$ cat src/rtl/keypad_pkg.sv
// keypad_pkg: shared types, widths and key map for the 4x4 keypad scanner.
package keypad_pkg;

    localparam int ROWS  = 4;
    localparam int COLS  = 4;
    localparam int ROW_W = 2;
    localparam int COL_W = 2;

    typedef enum logic [1:0] {
        SCAN,
        DEBOUNCE,
        HELD,
        RELEASE
    } state_t;

    // Indexed by {row, col}: rows top-down, columns left-right.
    localparam logic [3:0] KEY_MAP [16] = '{
        4'h1, 4'h2, 4'h3, 4'hA,
        4'h4, 4'h5, 4'h6, 4'hB,
        4'h7, 4'h8, 4'h9, 4'hC,
        4'hE, 4'h0, 4'hF, 4'hD
    };

    function automatic logic [3:0] key_code(input logic [ROW_W-1:0] row, input logic [COL_W-1:0] col);
        return KEY_MAP[{row, col}];
    endfunction

    function automatic logic [ROW_W-1:0] low_index(input logic [ROWS-1:0] r);
        low_index = '0;
        for (int i = ROWS - 1; i >= 0; i--)
            if (!r[i]) low_index = ROW_W'(i);
    endfunction

endpackage

$ cat src/rtl/keypad_scanner_sync.sv
// keypad_scanner_sync: two-flop synchronizer for the active-low keypad rows.
module keypad_scanner_sync
    import keypad_pkg::*;
(
    input  logic            clk,
    input  logic            reset,
    input  logic [ROWS-1:0] d,
    output logic [ROWS-1:0] q
);

    logic [ROWS-1:0] meta;

    // Resets to all-high so an idle (pulled-up) keypad is seen immediately.
    always_ff @(posedge clk) begin
        if (reset) begin
            meta <= '1;
            q    <= '1;
        end else begin
            meta <= d;
            q    <= meta;
        end
    end

endmodule

$ cat src/rtl/keypad_scanner.sv
// keypad_scanner: column-scanning 4x4 keypad reader with debounced press and release.
module keypad_scanner
    import keypad_pkg::*;
#(
    parameter int SCAN_DIV        = 50000,
    parameter int DEBOUNCE_CYCLES = 100000
) (
    input  logic       clk,
    input  logic       reset,
    input  logic [3:0] rows_async,
    output logic [3:0] cols,
    output logic [3:0] key,
    output logic       key_valid,
    output logic       key_held
);

    localparam int DIV_W = $clog2(SCAN_DIV);
    localparam int CNT_W = $clog2(DEBOUNCE_CYCLES + 1);

    state_t             state, state_nxt;
    logic [COL_W-1:0]   col, col_nxt;
    logic [ROW_W-1:0]   row, row_nxt;
    logic [DIV_W-1:0]   div, div_nxt;
    logic [CNT_W-1:0]   cnt, cnt_nxt;
    logic [3:0]         key_nxt;
    logic               key_valid_nxt;
    logic [ROWS-1:0]    rs;
    logic [ROWS-1:0]    low;
    logic [ROWS-1:0]    pat;
    logic               tick;
    logic               single;
    logic               idle;
    logic               done;

    keypad_scanner_sync u_sync (
        .clk   (clk),
        .reset (reset),
        .d     (rows_async),
        .q     (rs)
    );

    assign tick     = div == DIV_W'(SCAN_DIV - 1);
    assign low      = ~rs;
    assign single   = (low != '0) && ((low & (low - ROWS'(1))) == '0);
    assign idle     = rs == '1;
    assign pat      = ~(ROWS'(1) << row);
    assign done     = cnt == CNT_W'(DEBOUNCE_CYCLES);
    assign cols     = ~(COLS'(1) << col);
    assign key_held = (state == HELD) || (state == RELEASE);

    always_ff @(posedge clk) begin
        if (reset) begin
            state     <= SCAN;
            col       <= '0;
            row       <= '0;
            div       <= '0;
            cnt       <= '0;
            key       <= '0;
            key_valid <= 1'b0;
        end else begin
            state     <= state_nxt;
            col       <= col_nxt;
            row       <= row_nxt;
            div       <= div_nxt;
            cnt       <= cnt_nxt;
            key       <= key_nxt;
            key_valid <= key_valid_nxt;
        end
    end

    // The divider free-runs except when a release completes, which restarts it.
    always_comb begin
        state_nxt     = state;
        col_nxt       = col;
        row_nxt       = row;
        div_nxt       = tick ? '0 : div + DIV_W'(1);
        cnt_nxt       = cnt;
        key_nxt       = key;
        key_valid_nxt = 1'b0;
        case (state)
            SCAN: begin
                if (tick && single) begin
                    state_nxt = DEBOUNCE;
                    row_nxt   = low_index(rs);
                    cnt_nxt   = '0;
                end else if (tick) begin
                    col_nxt = col + COL_W'(1);
                end
            end
            DEBOUNCE: begin
                if (rs != pat) begin
                    state_nxt = SCAN;
                    cnt_nxt   = '0;
                end else if (done) begin
                    state_nxt     = HELD;
                    key_nxt       = key_code(row, col);
                    key_valid_nxt = 1'b1;
                    cnt_nxt       = '0;
                end else begin
                    cnt_nxt = cnt + CNT_W'(1);
                end
            end
            HELD: begin
                if (idle) begin
                    state_nxt = RELEASE;
                    cnt_nxt   = '0;
                end
            end
            RELEASE: begin
                if (!idle) begin
                    state_nxt = HELD;
                end else if (done) begin
                    state_nxt = SCAN;
                    col_nxt   = col + COL_W'(1);
                    div_nxt   = '0;
                    cnt_nxt   = '0;
                end else begin
                    cnt_nxt = cnt + CNT_W'(1);
                end
            end
            default: state_nxt = SCAN;
        endcase
    end

endmodule
$ cat config.mk
export PLATFORM = sky130hd
export DESIGN_NAME = keypad_scanner
export DESIGN_NICKNAME = d
export VERILOG_FILES = /design/src/rtl/keypad_pkg.sv /design/src/rtl/keypad_scanner_sync.sv /design/src/rtl/keypad_scanner.sv
export SDC_FILE = /design/constraint.sdc
export NUM_CORES = 1
export LEC_CHECK = 0
export BUFFER_PORTS_ARGS = -buffer_cell sky130_fd_sc_hd__buf_2
export CAP_MARGIN = 20
export CORE_MARGIN = 4
export CORE_UTILIZATION = 50
export DETAILED_ROUTE_END_ITERATION = 7
export GPL_TIMING_DRIVEN = 0
export PLACE_DENSITY = 0.68
export SETUP_SLACK_MARGIN = 0.1
export SYNTH_ARGS = -nofsm -noshare
export SYNTH_HDL_FRONTEND = slang
export SYNTH_SLANG_ARGS = --single-unit
$ cat constraint.sdc
create_clock -name clk -period 3.3 [get_ports clk]
set_input_delay 0.165 -clock clk [delete_from_list [all_inputs] [get_ports clk]]
set_output_delay 0.165 -clock clk [all_outputs]
set_load 0.005 [all_outputs]
==> impl_results.md <==
- Status: completed
- Post-Syn Area: 2659 um^2
- Placed cell area: 2821 um^2
- # resized after CTS: 0
- Hold Vio Cnt, Final: 0
- Final instance area: 2914 um^2
- Final count of negative-setup-slack endpoints: 0
- Setup WS pre-CTS: 0.8693 ns
- Die width: 80.92 um
- Multi-input gate area in the final layout: 1478 um^2
- YS warnings: 0
- Most frequent cells in the layout: 52 x dfxtp_1, 37 x nor2_1, 25 x nand2_1
- Unique masters post-synth: 46
- Largest area contributor in the netlist: dfxtp_1
- Number of global-route vias before repair: 2007
- Setup_tns: 0 ns
- Leakage Power: 1.127 nW
- Setup ws final: 0.8529 ns
- Syn Nets: 331
- Die area: 6548 um^2
- Hpwl dp: 3.850 mm
- Nets: 353
- Most common cell after layout, fill and taps aside: dfxtp_1
- Max Cap Violations: 0
- Main area contributors after synthesis: dfxtp_1 39%, nor2_1 5.2%, ha_1 4.2%, o21ai_0 4.1%, and3_1 3.8%
- Syn Area/Cell: 8.414 um^2
- Async SR Flop Fraction: 0
- Setup CP Type: reg -> reg
- Cells after Synth: 316
- Main synth FF type: dfxtp_1
- TritonRoute pass-1 iters: 4
- Clock-pin transition on the worst setup and hold timing paths: 0.09 ns
- EDFF count, synth: 0
- CTS tree: built
- #FFs+latches synth: 52
- Initial core utilization: 0.5173
- Root Driver: clkbuf_8
- Max Clk Rate: 408.7 MHz
- GR Overflow Total: 0
- Hold buffer count at cts: 0
- Cts bufs inserted: 5
- Final Skew: 0.01133 ns
- Post-Route Utilization: 0.5669
- Worst-path fanout max: 10
- CTS H-tree depth: 2
- Final Slew Violations: 0
- Detailed-route wire length per cell: 12.89 um
- Clk_lat worst skew: 0.31 ns
- Sinks on Clock Net: 52
- Final period utilization: 0.7415
- Clk buf depth: 2
- Critical path launch point type: flip-flop
- Fillers: 482
- Critical Path AT: 2.69 ns
- Unrepaired setup endpoints after global routing: false
- Storage cell area: 1041 um^2
- Share of cells above drive strength 1: 0.1327
- Vias post-DR: 2220
- Worst EP required: 3.55 ns
- DRC: 0
- Port bufs: 15
- Initial antenna violation count: 0
- P&R area growth vs syn: 9.600%
- Slew HR: 0.6227
- Crit. End Element: flip-flop
- Core box area: 5140 um^2
- Via/cell ratio: 5.428
- Power Density: 360.8 nW/um^2
- Setup Fix Bufs, Post-CTS: 0
- I/O Pins: 16
- Largest net degree at the start of global routing: 16
- Pwr Total: 1.051 mW
- Post-route ant nets: 0
- Area share of the leading cell type in the synthesized netlist: 0.3915
- Gpl congestion: 0.7941
- WL final: 5.270 mm
- Die Ht: 80.92 um
- Worst-Margin Slew: 0.5660 ns
- Gr usage total: 0.1749
- Final min period: 2.447 ns
- Ant. Diodes: 0
- Row Count: 26
- First-pass GRT wire length: 9.080 mm
- DR iter-0 viols: 101
- Hold Crit Class: in -> reg
- Seq/Total Area, Yosys: 0.3915
- Peak supply drop: 305.1 uV
-- Yosys cell counts (4+ instances only) --
cell and count:
nor2_1 37, xor2_1 7, inv_1 13, o21ai_0 22, ha_1 9, nand3_1 11, a21oi_1 13, and3_1 16
mux2i_1 9, clkbuf_1 10, nand4_1 11, nand2_1 25, buf_2 4, nor3_1 11, dfxtp_1 52, or2_2 8
xnor2_1 10
-- power breakdown --
part	internal (mW)	total, mW	switching, mW
registers	0.635	0.638	0.00387
clock network	0.168	0.370	0.203
logic	0.0178	0.0425	0.0247
-- area by class of cell --
type / count / area share
clock inverters: 2 / 0.003435
multi-input cells: 233 / 0.5071
flip-flops and latches: 52 / 0.3572
inverters: 13 / 0.01675
plain buffers: 18 / 0.03134
well taps: 70 / 0.03006
repair buffers: 15 / 0.02576
clock buffers: 6 / 0.02834
-- logic make-up (layout without fill, tap and decap cells) --
kind of cell	after synthesis	in the layout	synth area share
AO/OA/AOI/OAI	53	53	0.1247
XOR/XNOR	17	17	0.05600
adder cells (fa/ha/maj)	9	9	0.04235
buffers and inverters	31	54	0.05271
flip-flops	52	52	0.3915
multiplexers	10	10	0.04235
AND/OR/NAND/NOR	144	144	0.2904
-- state kept, by name (all words and copies together) (netlist names) --
name	flops
cnt	17
div	16
key	4
u_sync.meta	4
u_sync.q	4
col	2
row	2
state	2
key_valid	1
-- per-stage QoR --
stage / std cells / hold slack [ns]
4_1_cts: 409 / 0.02154
3_5_place_dp: 401 / 0.3504
5_1_grt: 409 / 0.03124
3_3_place_gp: 401 / 0.3476
2_1_floorplan: 316 / 0.2688
6_report: 409 / 0.04239
-- worst paths after layout --
kind | start | to | slack, ns | cells past startpoint
worst max-delay path | u_sync.q[3] | cnt[13] | 0.85 | 8
worst min register to register | u_sync.meta[3] | u_sync.q[3] | 0.41 | 1
worst max register to register | u_sync.q[3] | cnt[13] | 0.85 | 8
worst min-delay path | rows_async[2] | u_sync.meta[2] | 0.04 | 2
-- routing by layer --
layer,global-route usage,part of all wire
met2,0.2874,0.45
met4,0.05574,0.013
met5,0,0
met3,0.03659,0.035
met1,0.2290,0.50
-- critical path, cell delays in order, from the launching register on --
cell	delay, ns
dfxtp_1	0.35
clkbuf_1	0.33
nand2_1	0.13
o311ai_1	0.36
a31oi_1	0.26
nor3_2	0.41
buf_2	0.30
nand4_1	0.12
mux2i_1	0.13
(Power assumes the default switching activity.)
